File: config.mk
export PLATFORM = sky130hd
export DESIGN_NAME = board_turn_ctrl
export DESIGN_NICKNAME = d
export VERILOG_FILES = /design/src/rtl/board_turn_ctrl.sv
export SDC_FILE = /design/constraint.sdc
export NUM_CORES = 1
export LEC_CHECK = 0
export BUFFER_PORTS_ARGS = -buffer_cell sky130_fd_sc_hd__buf_4
export CAP_MARGIN = 20
export CORE_UTILIZATION = 57
export DETAILED_ROUTE_END_ITERATION = 12
export HOLD_SLACK_MARGIN = 0.08
export PLACE_DENSITY = 0.79
export SLEW_MARGIN = 40
export SYNTH_ARGS = -nofsm -noshare
export SYNTH_HDL_FRONTEND = slang
export SYNTH_SLANG_ARGS = --single-unit
File: constraint.sdc
create_clock -name clk -period 4.6 [get_ports clk]
set_input_delay 0.46 -clock clk [delete_from_list [all_inputs] [get_ports clk]]
set_output_delay 0.46 -clock clk [all_outputs]
set_load 0.03 [all_outputs]
File: src/rtl/board_turn_ctrl.sv
// Two-board battleship controller: ship placement, turn arbitration, shot resolution, game over.
// Shot ack 2 cycles after the request edge; renderer read port has 1-cycle registered latency.
module board_turn_ctrl #(
  parameter int ROWS      = 5,
  parameter int COLS      = 5,
  parameter int MAX_SHIPS = 5,
  parameter int RW        = 3,
  parameter int CW        = 3
) (
  input  logic          clk,
  input  logic          rst,
  input  logic          place_valid,
  input  logic          place_board,
  input  logic [RW-1:0] place_row,
  input  logic [CW-1:0] place_col,
  output logic          place_err,
  input  logic          start,
  input  logic [1:0]    shot_req,
  input  logic [RW-1:0] shot_row0,
  input  logic [CW-1:0] shot_col0,
  input  logic [RW-1:0] shot_row1,
  input  logic [CW-1:0] shot_col1,
  output logic [1:0]    shot_ack,
  output logic          shot_hit,
  output logic          shot_rep,
  input  logic          pix_valid,
  input  logic          pix_board,
  input  logic [RW-1:0] pix_row,
  input  logic [CW-1:0] pix_col,
  output logic [2:0]    cell_state,
  output logic [1:0]    phase,
  output logic          turn,
  output logic          game_over,
  output logic          winner
);

  localparam int NC = ROWS * COLS;
  localparam int IW = (NC > 1) ? $clog2(NC) : 1;
  localparam int SW = $clog2(MAX_SHIPS + 1);

  localparam logic [2:0] C_NONE      = 3'b000;
  localparam logic [2:0] C_WATER     = 3'b001;
  localparam logic [2:0] C_WATER_HIT = 3'b010;
  localparam logic [2:0] C_SHIP      = 3'b011;
  localparam logic [2:0] C_SHIP_HIT  = 3'b100;

  typedef enum logic [1:0] {
    SETUP     = 2'b00,
    WAIT_SHOT = 2'b01,
    RESOLVE   = 2'b10,
    DONE      = 2'b11
  } phase_t;

  function automatic logic in_range(input logic [RW-1:0] r, input logic [CW-1:0] c);
    return (int'(r) < ROWS) && (int'(c) < COLS);
  endfunction

  // Out-of-range coordinates map to cell 0 so array reads stay in bounds; callers gate on in_range.
  function automatic logic [IW-1:0] cell_idx(input logic [RW-1:0] r, input logic [CW-1:0] c);
    int tmp;
    tmp = in_range(r, c) ? (int'(r) * COLS + int'(c)) : 0;
    return IW'(tmp);
  endfunction

  logic [2:0]    cell_q [2][NC];
  logic [SW-1:0] ships_q [2];
  logic [SW-1:0] ships_d [2];

  phase_t        phase_q, phase_d;
  logic          turn_q, turn_d;
  logic          winner_q, winner_d;
  logic [RW-1:0] srow_q, srow_d;
  logic [CW-1:0] scol_q, scol_d;
  logic          place_err_q, place_err_d;
  logic [1:0]    shot_ack_q, shot_ack_d;
  logic          shot_hit_q, shot_hit_d;
  logic          shot_rep_q, shot_rep_d;
  logic [2:0]    cell_state_q, cell_state_d;

  logic          wr_en;
  logic          wr_board;
  logic [IW-1:0] wr_idx;
  logic [2:0]    wr_dat;

  logic          p_in, s_in, x_in;
  logic [IW-1:0] p_idx, s_idx, x_idx;
  logic [2:0]    p_cell, s_cell;
  logic          tgt_board;

  assign tgt_board = ~turn_q;

  assign p_in   = in_range(place_row, place_col);
  assign p_idx  = cell_idx(place_row, place_col);
  assign p_cell = cell_q[place_board][p_idx];

  assign s_in   = in_range(srow_q, scol_q);
  assign s_idx  = cell_idx(srow_q, scol_q);
  assign s_cell = cell_q[tgt_board][s_idx];

  assign x_in   = in_range(pix_row, pix_col);
  assign x_idx  = cell_idx(pix_row, pix_col);

  always_comb begin
    phase_d      = phase_q;
    turn_d       = turn_q;
    winner_d     = winner_q;
    ships_d      = ships_q;
    srow_d       = srow_q;
    scol_d       = scol_q;
    place_err_d  = 1'b0;
    shot_ack_d   = 2'b00;
    shot_hit_d   = 1'b0;
    shot_rep_d   = 1'b0;
    wr_en        = 1'b0;
    wr_board     = 1'b0;
    wr_idx       = '0;
    wr_dat       = C_WATER;
    cell_state_d = (pix_valid && x_in) ? cell_q[pix_board][x_idx] : C_NONE;

    case (phase_q)
      SETUP: begin
        if (place_valid) begin
          if (p_in && (p_cell == C_WATER) && (ships_q[place_board] < SW'(MAX_SHIPS))) begin
            wr_en                = 1'b1;
            wr_board             = place_board;
            wr_idx               = p_idx;
            wr_dat               = C_SHIP;
            ships_d[place_board] = ships_q[place_board] + SW'(1);
          end else begin
            place_err_d = 1'b1;
          end
        end
        // Start qualifies on the counters before any same-cycle placement lands.
        if (start && (ships_q[0] != '0) && (ships_q[1] != '0)) begin
          phase_d = WAIT_SHOT;
        end
      end

      WAIT_SHOT: begin
        if (shot_req[turn_q]) begin
          srow_d  = turn_q ? shot_row1 : shot_row0;
          scol_d  = turn_q ? shot_col1 : shot_col0;
          phase_d = RESOLVE;
        end
      end

      RESOLVE: begin
        shot_ack_d[turn_q] = 1'b1;
        phase_d            = WAIT_SHOT;
        if (s_in && (s_cell == C_WATER)) begin
          wr_en    = 1'b1;
          wr_board = tgt_board;
          wr_idx   = s_idx;
          wr_dat   = C_WATER_HIT;
          turn_d   = ~turn_q;
        end else if (s_in && (s_cell == C_SHIP)) begin
          wr_en              = 1'b1;
          wr_board           = tgt_board;
          wr_idx             = s_idx;
          wr_dat             = C_SHIP_HIT;
          shot_hit_d         = 1'b1;
          ships_d[tgt_board] = ships_q[tgt_board] - SW'(1);
          if (ships_q[tgt_board] == SW'(1)) begin
            phase_d  = DONE;
            winner_d = turn_q;
          end else begin
            turn_d = ~turn_q;
          end
        end else begin
          // Repeat or off-board shot: the same player gets another try.
          shot_rep_d = 1'b1;
        end
      end

      default: begin
      end
    endcase
  end

  always_ff @(posedge clk) begin
    if (!rst) begin
      phase_q      <= SETUP;
      turn_q       <= 1'b0;
      winner_q     <= 1'b0;
      srow_q       <= '0;
      scol_q       <= '0;
      place_err_q  <= 1'b0;
      shot_ack_q   <= 2'b00;
      shot_hit_q   <= 1'b0;
      shot_rep_q   <= 1'b0;
      cell_state_q <= C_NONE;
      for (int b = 0; b < 2; b++) begin
        ships_q[b] <= '0;
        for (int i = 0; i < NC; i++) begin
          cell_q[b][i] <= C_WATER;
        end
      end
    end else begin
      phase_q      <= phase_d;
      turn_q       <= turn_d;
      winner_q     <= winner_d;
      srow_q       <= srow_d;
      scol_q       <= scol_d;
      place_err_q  <= place_err_d;
      shot_ack_q   <= shot_ack_d;
      shot_hit_q   <= shot_hit_d;
      shot_rep_q   <= shot_rep_d;
      cell_state_q <= cell_state_d;
      ships_q      <= ships_d;
      if (wr_en) begin
        cell_q[wr_board][wr_idx] <= wr_dat;
      end
    end
  end

  assign place_err  = place_err_q;
  assign shot_ack   = shot_ack_q;
  assign shot_hit   = shot_hit_q;
  assign shot_rep   = shot_rep_q;
  assign cell_state = cell_state_q;
  assign phase      = phase_q;
  assign turn       = turn_q;
  assign game_over  = (phase_q == DONE);
  assign winner     = winner_q;

endmodule

==> After elaboration in Yosys (flattened, before gate mapping) <==
Memories as Yosys holds them, arrays and structs flattened.
Cells that the tools add are included.
{ "totals": {"ff_bits": 24, "mem_bits_rw": 150, "in_bits": 33, "out_inout_bits": 13, "wordCells": 168, "n_memories": 1} }
{ "op_classes": {"addsub": 5, "multipliers": 3, "n_lt_le_gt_ge": 18, "eq_ne": 14, "mux": 75, "bitwise_logic": 10, "reduce_logical": 30} }
{ "mem_list": {"columns": ["memory", "depth", "word_bits", "read_ports", "rd_clocked_by_memory_dff", "write_ports", "line", "text"], "rows": [
  ["cell_q", 2, 75, 3, 0, 2, "65", "logic [2:0] cell_q [2][NC];"]
]} }
{ "ops": {"columns": ["cell", "count"], "rows": [
  ["$mux 75", 3],
  ["$reduce_or 75->1", 1],
  ["$mux 3", 19],
  ["$bmux 3 s5", 3],
  ["$mux 5", 7],
  ["$ge 6x6->1 const B", 4],
  ["$mux 6", 4],
  ["$not 5->6", 4],
  ["$lt 3x3->1 const B", 7],
  ["$mux 1", 20],
  ["$add 5x3->5", 3],
  ["$demux 3 s5", 1],
  ["$mul 3x3->5 const B", 3],
  ["$logic_and 1x1->1", 14],
  ["$mux 2", 7],
  ["$ne 2x2->1 const B", 7],
  ["$bwmux 6", 2],
  ["$pmux 6 s2", 1],
  ["$pmux 5 s2", 1],
  ["$eq 3x1->1 const B", 3],
  ["$reduce_and 3->1", 3],
  ["$reduce_bool 3->1", 3],
  ["$demux 3 s1", 2],
  ["$lt 6x1->1 const B", 1],
  ["other kinds (21)", 32]
]} }

==> Longest topological paths before layout <==
Gate-level depths: netlist (run 1).
{ "depth": {"word_depth": 21, "depth_mapped": 18, "depth_no_buf": 13} }

==> Worst setup path after synthesis (run 1) <==
Ideal clock, no wire load.
{ "synth_path": {"kind": "input to register", "from": "in place_row[0]", "to": "mem cell_q[1][33] (netlist name) (enable)", "setup_time_ns": 0.347, "arrival_time_ns": 4.061, "required_ns": 4.253, "setup_slack_ns": 0.192, "stages": 14, "n_path_buf": 1, "cell_sequence": "ha_1 ha_1 fa_1 inv_1 nor3_4 o31ai_1 a211oi_1 o21ai_1 a211oi_4 nor2_2 or4_4 buf_6 or2_1 a21boi_0"} }
{ "synth_lines": {"columns": ["item", "line", "text"], "rows": [
  ["from (decl)", "14", "input logic [RW-1:0] place_row,"],
  ["to (decl)", "65", null]
]} }

==> impl_results.md, run 1 <==
* Cts hold-fix bufs at 0
* Pin count of the biggest net entering global routing at 64
* Placed Cells at 1,447
* Setup_tns at 0 ns
* Mapped Cells at a little over 1,000
* Synthesis Warnings at 0
* Clock power share at 30.7%
* Logic pwr share at 32.2%
* Worst-margin pin slew at 0.765 ns
* Yosys top cell area share at 39.0%
* First-pass GRT wire length at 57,800 µm
* Internal Power at 3.23 mW
* Total iterations of the first detailed-routing run at 9
* CTS HTree Levels at 4
* P_leak at 4.97 nW
* RSZ-0062 raised after global routing: yes
* # DRC at 0
* Endpoints failing setup at 0
* Met1 wire length at about 14,000 µm
* Total power draw at 4.89 mW
* CTS clock-pin slew for the worst setup and hold paths at 0.07 ns
* DP Wirelength at 27,700 µm
* Crit path launch type: flop
* Worst EP arrival at 4.70 ns
* Mean Syn Cell Area at 11.2 µm²
* TritonCTS Buffers at 17
* Vias in the first global route at 9,989
* Filler instances at between 1,000 and 1,500
* Ys async rst share at 0%
* Met3 WL at approximately 5400 µm
* Worst skew pair latency at between 0.4 and 0.5 ns
* Fin cells at 1,479
* Share of post-route cells with drive strength above 1 at 32.3%
* Routed len/inst at 26.5 µm
* Drt initial violations at 1,522
* Top Metal Used: met4
* CP endpoint kind: flop
* Synthesis-stage register bit count at 174
* Starting density of the core at 58.8%
* Sw Pwr at 1.66 mW
* Fin crit share at 98.7%
* Synth-to-Final Area Change at 21.4%
* Antenna violations before repair at 0
* HP Class: input pin to flop
* Most used flip-flop cell after synthesis: edfxtp_1
* Post-synth EDFFs at 150
* Die area at 0.0208 mm²
* Cell area after placement at about 0.013 mm²
* Slew headroom at 49.0%
* Crit Path Max Fanout at 4
* TritonCTS clock tree: built
* Final net count at roughly 1,300
* Ports at 46
* GPL Wtd Cong at ~1.1
* Worst R2R Path Depth at 15
* Fmax at between 0.2 and 0.25 GHz
* Status: finished, final reports clean
* Gr usage total at 39.0%
* Final min period at 4.54 ns
* Worst vdd ir at 0.000235 V
* Fin Clk Skew at 0.0114 ns
* Critical Path RT at 4.76 ns
* Placement Setup Slack at -0.562 ns
* Sequential power share at 37.1%
* IO buf count at 45
* Final Util at 71.3%
* P per Cell Area at 349 mW/mm²
* Antenna Cells at 0
* Net Count, Synth at 1,102
* Rows at between 50 and 60
* Min Hold Slack at 0.338 ns
* Clk sinks at 174
* Max capacitance violation total at 0
* Most common cell after layout, fill and taps aside: buf_4
* Slew Limit Fails at 0
* Total Wirelength at 39,200 µm
* Net switching fraction of the power at 33.9%
* Core region area at 0.0197 mm²
* Final-report hold violation count at 0
* Register area share after synthesis at a little over two fifths
* GRT overflow at 0
* Via-to-Cell Ratio at 6.95
* Vias at just over 10,000
* ANT nets after route at 0
* Die extent in x at 144 µm
* Commonest non-fill, non-tap cells in the layout: 220 x buf_4, 150 x edfxtp_1, 87 x nor2_1
* Dominant cell type by area after synthesis: edfxtp_1
* Fin worst setup slack at 0.0591 ns
* Longest Clk Path Bufs at 2
* Vert. Die Dim at 144 µm
* Root buffer cell: clkbuf_16
* Hold Path Depth at 3
* Final Cell Area at 0.0140 mm²
* Setup CP Type: flop to flop
* Ranking of synthesized cells by area: edfxtp_1 39%, mux4_2 10%, mux2i_1 4.5%
* DR WL met2 at approximately 18,000 µm
* Yosys cell types at 100
* Post-Syn Area at 0.0115 mm²
## cell type report
type	count	area, µm²	share of cell area, %
well taps	265	332	2.37
clock inverters	14	175	1.25
repair buffers	228	1810	12.9
flip-flops and latches	174	4990	35.6
clock buffers	17	425	3.03
inverters	23	86.3	0.616
multi-input cells	758	6200	44.2
## path summary, 6_finish.rpt
path | from | slack [ns] | to
max | srow_q[0] | 0.06 | cell_q[0][1]
min | place_valid | 0.34 | place_err
max reg2reg | srow_q[0] | 0.06 | cell_q[0][1]
min reg2reg | ships_q[4] | 0.49 | ships_q[4]
## synthesized netlist by cell type, types with 5 or more instances
cell      instances
a211oi_1         15
a21boi_0          6
a21oi_1          27
a311oi_1          8
a31oi_1          16
and3_1            9
buf_1             7
buf_2            20
buf_4             5
buf_6             8
clkbuf_1         36
dfxtp_1          24
edfxtp_1        150
ha_1             33
inv_1            22
mux2_2            6
mux2i_1          52
mux4_2           52
nand2_1          67
nand2b_1         35
nand3_1          24
nand3b_1          9
nand4_1           8
nor2_1           88
nor2b_1           8
nor3_1           30
nor3b_1           9
nor4_1           10
nor4b_1          13
nor4bb_1          7
o211ai_1         11
o21ai_0          51
o21ai_1           5
o221ai_1          8
o31ai_1          11
o41ai_1           7
or2_1             5
or2_2            19
or3_1             9
xnor2_1           5
xor2_1            6
## worst max-delay path, cell delays in order, from the launching register on
cell and delay (ns):
dfxtp_1 0.32, ha_1 0.29, ha_1 0.34, fa_2 0.42, xnor2_2 0.17, buf_4 0.17, or4_1 0.55, nand4_1 0.18
o211ai_1 0.16, buf_4 0.19, nor3_4 0.16, a22o_2 0.23, nand2_1 0.08, or4b_1 0.61, o21ai_0 0.22, buf_4 0.16
## power by group through the flow
stage / clock, mW / sequential [mW] / combinational (mW)
2_1_floorplan: 0 / 1.84 / 0.886
3_3_place_gp: 0 / 1.85 / 1.44
3_5_place_dp: 0 / 1.85 / 1.45
4_1_cts: 1.49 / 1.81 / 1.48
5_1_grt: 1.55 / 1.82 / 1.64
6_report: 1.50 / 1.82 / 1.57
## state kept, by name, indices dropped and copies added (netlist names)
signal	count
cell_q	150
cell_state	3
phase	2
place_err	1
scol_q	3
ships_q	6
shot_ack	2
shot_hit	1
shot_rep	1
srow_q	3
turn	1
winner	1
## logic make-up (layout without fill, tap and decap cells)
logic type               count (synthesis)  count (layout)  share of synthesized area (%)
buffers and inverters                  101             282                           4.42
flip-flops                             174             174                           43.2
adder cells (fa/ha/maj)                 36              36                           4.09
multiplexers                           115             115                           15.9
AND/OR/NAND/NOR                        374             374                           17.7
XOR/XNOR                                11              11                          0.834
AO/OA/AOI/OAI                          222             222                           13.9
## layer usage
layer,up-vias,global-route usage (%)
met1,4855,47.2
met5,-,0
met3,233,12.9
met2,831,61.2
li1,4359,-
met4,0,21.9
## timing repair
| item | CTS | global route |
|---|---|---|
| gates resized for setup | 4 | 28 |
| buffers inserted | 0 | 1 |
| endpoints found under the setup margin | 45 | 191 |
| pin swaps | 1 | 6 |
Power figures use the tool's default switching activity.
==> inputs of run 2 (changes only) <==
Settings changed: PLACE_DENSITY 0.79 to 0.81.
==> impl_results.md, run 2 (synthesis gave the netlist of run 1 again) <==
* Crit path launch type: flop
* Worst path cell trace: ha_1 > ha_4 > buf_6 > mux4_2 > mux2i_1 > a21oi_1 > o31ai_2 > buf_4 > a21boi_4 > buf_4 > nor3_4 > nor2_2 > or4_4 > or2_1 > a21boi_0 > buf_4
* Rows at 51 (unchanged)
* Max capacitance violation total at 0 (unchanged)
* Antenna Cells at 0 (unchanged)
* HP Class: input pin to flop
* Endpoints failing setup at 0 (unchanged)
* ANT nets after route at 0 (unchanged)
* Crit Path Max Fanout at 12 (+8)
* Root buffer cell: clkbuf_16
* Worst skew pair latency at 0.45 ns (about the same)
* Fin Clk Skew at 0.0102 ns (-0.00126 ns)
* Cts hold-fix bufs at 0 (unchanged)
* Fin crit share at 98.2% (-0.53 points)
* Total power draw at 4.89 mW (about the same)
* Fmax at 0.221 GHz (+0.54%)
* Worst EP arrival at 4.69 ns (about the same)
* Slew Limit Fails at 0 (unchanged)
* Synth-to-Final Area Change at 21.4% (about the same)
* # DRC at 0 (unchanged)
* Routed len/inst at 26.3 µm (-0.72%)
* P per Cell Area at 349 mW/mm² (about the same)
* Commonest non-fill, non-tap cells in the layout: 216 x buf_4, 150 x edfxtp_1, 87 x nor2_1
* Vert. Die Dim at 144 µm (unchanged)
* Slew headroom at 43.7% (-5.3 points)
* IO buf count at 45 (unchanged)
* Clk sinks at 174 (unchanged)
* CP endpoint kind: flop
* Final net count at 1,272 (+0.079%)
* GRT overflow at 0 (unchanged)
* Total Wirelength at 39,000 µm (-0.58%)
* Via-to-Cell Ratio at 7.07 (+1.8%)
* Longest Clk Path Bufs at 2 (unchanged)
* Fin worst setup slack at 0.0835 ns (+0.0244 ns)
* Biggest regs: cell_q (150), ships_q (6)
* Worst vdd ir at 0.000259 V (+10%)
* Final-report hold violation count at 0 (unchanged)
* P_leak at 4.96 nW (-0.16%)
* Vias in the first global route at 9,933 (-0.56%)
* CTS HTree Levels at 4 (unchanged)
* Die extent in x at 144 µm (unchanged)
* Final min period at 4.52 ns (-0.0244 ns)
* TritonCTS clock tree: built
* CP max stage delay at 0.55 ns (-0.06 ns)
* Top reg by flops: cell_q
* Placement Setup Slack at -0.504 ns (+0.0579 ns)
* Total iterations of the first detailed-routing run at 7 (-2)
* Critical Path RT at 4.77 ns (about the same)
* Starting density of the core at 58.8% (unchanged)
* Antenna violations before repair at 0 (unchanged)
* TritonCTS Buffers at 17 (unchanged)
* Final Util at 71.4% (about the same)
* Core region area at 0.0197 mm² (unchanged)
* DP Wirelength at 28,200 µm (+1.8%)
* Max reg flops at 150 (unchanged)
* Status: finished, final reports clean
* Fin cells at 1,481 (+0.14%)
* Worst-margin pin slew at 0.845 ns (+0.0793 ns)
* Pin count of the biggest net entering global routing at 40 (-38%)
* Most common cell after layout, fill and taps aside: buf_4
* Setup CP Type: flop to flop
* Placed Cells at 1,446 (-0.069%)
* Share of post-route cells with drive strength above 1 at 31.9% (-0.38 points)
* CP dominant cell by count: buf_4
* Drt initial violations at 1,980 (+30%)
* GPL Wtd Cong at 1.09 (-0.26%)
* CP max-delay cell: or4_4
* Setup_tns at 0 ns (unchanged)
* Ports at 46 (unchanged)
* Vias at 10,500 (+1.9%)
* First-pass GRT wire length at 58,000 µm (+0.35%)
* Gr usage total at 38.8% (-0.17 points)
* CTS clock-pin slew for the worst setup and hold paths at 0.07 ns (about the same)
* Die area at 0.0208 mm² (unchanged)
-- run 2: worst paths after layout --
kind / start / endpoint / slack (ns) / depth (start not counted)
hold / removal: pix_valid / cell_state[0] / 0.33 / 3
setup / recovery: scol_q[1] / cell_q[1][34] / 0.08 / 16
setup reg to reg: scol_q[1] / cell_q[1][34] / 0.08 / 16
hold reg to reg: ships_q[4] / ships_q[4] / 0.49 / 2
-- run 2: metrics by stage --
stage	hold WS (ns)	cell area, µm²
after global placement	0.463	13300
after CTS	0.326	13900
after floorplan	0.444	11500
final	0.333	14000
after global routing	0.339	14000
after detailed placement	0.472	13300
-- run 2: critical path, delay by kind of cell, from the launching register on --
kind	cells	cell delay [ns]
adder cells (fa/ha/maj)	2	0.69
AND/OR/NAND/NOR	4	1.19
flip-flops	1	0.42
buffers and inverters	4	0.70
AO/OA/AOI/OAI	4	0.53
multiplexers	2	0.71
-- run 2: what timing repair did --
item,CTS,global route
setup buffers,0,3
pin swaps,0,6
endpoints found under the hold margin,0,0
endpoints found under the setup margin,24,182
gates cloned,0,0
resized for setup,1,18
-- run 2: cell type report --
class	instances	area, µm²
clock buffers	17	425
clock inverters	15	176
fillers	1346	5630
inverters	23	90.1
multi-input cells	758	6140
flip-flops and latches	174	4990
well taps	265	332
repair buffers	229	1870
-- run 2: power breakdown --
group          switching (mW)  total (mW)  internal (mW)
Clock                   0.675        1.49          0.817
Sequential             0.0565        1.82           1.76
Combinational           0.919        1.58          0.662
Total                    1.65        4.89           3.24
-- run 2: metal layers --
layer	routed length, µm	GRT usage (%)	vias to the layer above
met2	17400	61.1	966
met4	2790	24.6	0
li1	-	-	4366
met1	13300	47.1	4902
met3	5460	10.9	242
met5	0	0	-
==> inputs of run 3 (changes only) <==
Settings changed: BUFFER_PORTS_ARGS -buffer_cell sky130_fd_sc_hd__buf_4 to default, CAP_MARGIN 20 to 10, CORE_UTILIZATION 57 to 59, DONT_BUFFER_PORTS from default to 1, PLACE_DENSITY 0.81 to 0.82, SETUP_SLACK_MARGIN from default to 0.4.
==> impl_results.md, run 3 (synthesis gave the netlist of run 1 again) <==
* Crit Path Max Fanout at 5 (-7)
* Hold_sp: place_valid
* IO buf count at 0 (-100%)
* Final min period at 4.27 ns (-0.247 ns)
* Biggest regs: cell_q (150), ships_q (6)
* Placement Setup Slack at -0.130 ns (+0.374 ns)
* CP endpoint kind: flop
* Fmax at 0.234 GHz (+5.8%)
* Fin cells at 1,399 (-5.5%)
* Die extent in x at 142 µm (-1.7%)
* Core region area at 0.0190 mm² (-3.6%)
* RSZ-0062 raised after global routing: yes
* R2R setup slack at 0.33 ns (+0.25 ns)
* Clk sinks at 174 (unchanged)
* Worst vdd ir at 0.000294 V (+14%)
* GRT overflow at 0 (unchanged)
* Rows at 50 (-2.0%)
* Vias at 10,500 (+0.11%)
* Commonest non-fill, non-tap cells in the layout: 150 x edfxtp_1, 134 x buf_4, 86 x nor2_1
* Crit path launch type: flop
* Fin Clk Skew at 0.0112 ns (+0.00103 ns)
* DP Wirelength at 27,300 µm (-3.2%)
* GPL Wtd Cong at 1.13 (+3.2%)
* Cts hold-fix bufs at 0 (unchanged)
* Pin count of the biggest net entering global routing at 65 (+63%)
* Max capacitance violation total at 0 (unchanged)
* Slew headroom at 37.2% (-6.5 points)
* P per Cell Area at 349 mW/mm² (+0.14%)
* Synth-to-Final Area Change at 19.9%
* Vias in the first global route at 9,810 (-1.2%)
* Slew Limit Fails at 0 (unchanged)
* # DRC at 0 (unchanged)
* HP Class: input pin to flop
* Worst Hold End: place_err
* TritonCTS clock tree: built
* Longest Clk Path Bufs at 2 (unchanged)
* Antenna violations before repair at 1 (+1)
* Total Wirelength at 40,100 µm (+2.8%)
* Starting density of the core at 60.9% (+2.2 points)
* Final net count at 1,196 (-6.0%)
* CTS HTree Levels at 4 (unchanged)
* Via-to-Cell Ratio at 7.50 (+6.0%)
* Root buffer cell: clkbuf_16
* Worst R2R Path Depth at 14 (-2)
* Worst EP arrival at 4.47 ns (-0.22 ns)
* Setup_tns at 0 ns (unchanged)
* Most common cell after layout, fill and taps aside: edfxtp_1
* Fin worst setup slack at 0.330 ns (+0.247 ns)
* CTS clock-pin slew for the worst setup and hold paths at 0.07 ns (about the same)
* Die area at 0.0201 mm² (-3.3%)
* Endpoints failing setup at 0 (unchanged)
* Fin crit share at 92.8% (-5.4 points)
* Ports at 46 (unchanged)
* Hold Path Depth at 2 (-1)
* Worst-margin pin slew at 0.929 ns (+0.0847 ns)
* Crit. Startpoint: srow_q[2]
* Status: finished, final reports clean
* Worst skew pair latency at 0.45 ns (about the same)
* Gr usage total at 39.5% (+0.64 points)
* Max reg flops at 150 (unchanged)
* Top reg by flops: cell_q
* ANT nets after route at 0 (unchanged)
* Cell area after placement at 0.0127 mm² (-4.8%)
* Total iterations of the first detailed-routing run at 7 (unchanged)
* Drt initial violations at 2,018 (+1.9%)
* Worst R2R End: cell_q[0][45]
* Critical Path RT at 4.80 ns (+0.03 ns)
* Final Cell Area at 0.0138 mm² (-1.3%)
* Routed len/inst at 28.6 µm (+8.9%)
* Share of post-route cells with drive strength above 1 at 32.2% (+0.31 points)
* TritonCTS Buffers at 17 (unchanged)
* Vert. Die Dim at 142 µm (-1.7%)
* Final-report hold violation count at 0 (unchanged)
* Launch point of the worst reg-to-reg path: srow_q[2]
* First-pass GRT wire length at 57,300 µm (-1.2%)
* Antenna Cells at 0 (unchanged)
* Placed Cells at 1,356 (-6.2%)
* Setup CP Type: flop to flop
* Filler instances at 1,230 (-8.6%)
* P_leak at 4.70 nW (-5.3%)
## run 3: changes by cell type in the layout (fill, tap and decap cells not counted), moves of 4 or more
| cell | change |
|---|---|
| a21boi_0 | -4 |
| buf_4 | -82 |
| buf_6 | +7 |
| o21ai_0 | -28 |
| o21ai_1 | +12 |
| o21ai_2 | +13 |
| or2_4 | +6 |
## run 3: critical path: stages, from the launching register on
cell	delay [ns]
dfxtp_2	0.34
ha_4	0.24
ha_4	0.25
fa_2	0.68
mux2_2	0.37
o211ai_1	0.19
buf_4	0.18
o2111ai_4	0.16
nor2_4	0.22
a32oi_2	0.11
or3_4	0.49
buf_6	0.16
or2_2	0.31
buf_4	0.16
nand2b_1	0.13
## run 3: timing repair
item,in CTS,in global routing
endpoints found under the hold margin,0,0
buffers inserted,3,8
pin swaps,12,28
gates resized for setup,41,78
endpoints found under the setup margin,226,198
gates cloned,0,1
## run 3: per-stage QoR
stage | hold slack (ns) | total power, mW | utilization [%]
after global routing | 0.178 | 4.94 | 73.1
after floorplan | 0.444 | 2.73 | -
final | 0.185 | 4.84 | 73.1
after CTS | 0.140 | 4.65 | 70.9
after detailed placement | 0.476 | 3.17 | 66.9
after global placement | 0.463 | 3.15 | 66.9
## run 3: routing by layer
metal	routed length, µm	global-route usage (%)
met1	13100	48.8
met2	17500	59.6
met3	6040	12.1
met4	3450	27.0
met5	0	0
## run 3: how the worst max path moves through the flow
stage	endpoint	slack [ns]
2_1_floorplan	cell_q[0][0]	0.35
3_3_place_gp	cell_q[0][14]	-0.05
3_5_place_dp	cell_q[0][12]	-0.13
4_1_cts	cell_q[1][14]	0.39
5_1_grt	cell_q[1][31]	0.29
6_report	cell_q[0][45]	0.33
## run 3: cell type report
| class | instances | area [µm²] | share of cell area (%) |
|---|---|---|---|
| Multi-Input combinational cell | 758 | 6550 | 47.3 |
| Timing Repair Buffer | 153 | 1320 | 9.54 |
| Inverter | 23 | 86.3 | 0.623 |
| Tap cell | 260 | 325 | 2.35 |
| Clock buffer | 18 | 429 | 3.10 |
| Sequential cell | 174 | 4990 | 36.0 |
| Clock inverter | 13 | 140 | 1.01 |
## run 3: power breakdown
| group | switching, mW | total [mW] | internal [mW] |
|---|---|---|---|
| Combinational | 0.908 | 1.55 | 0.645 |
| Sequential | 0.0693 | 1.83 | 1.76 |
| Clock | 0.652 | 1.45 | 0.800 |
| Total | 1.63 | 4.84 | 3.21 |
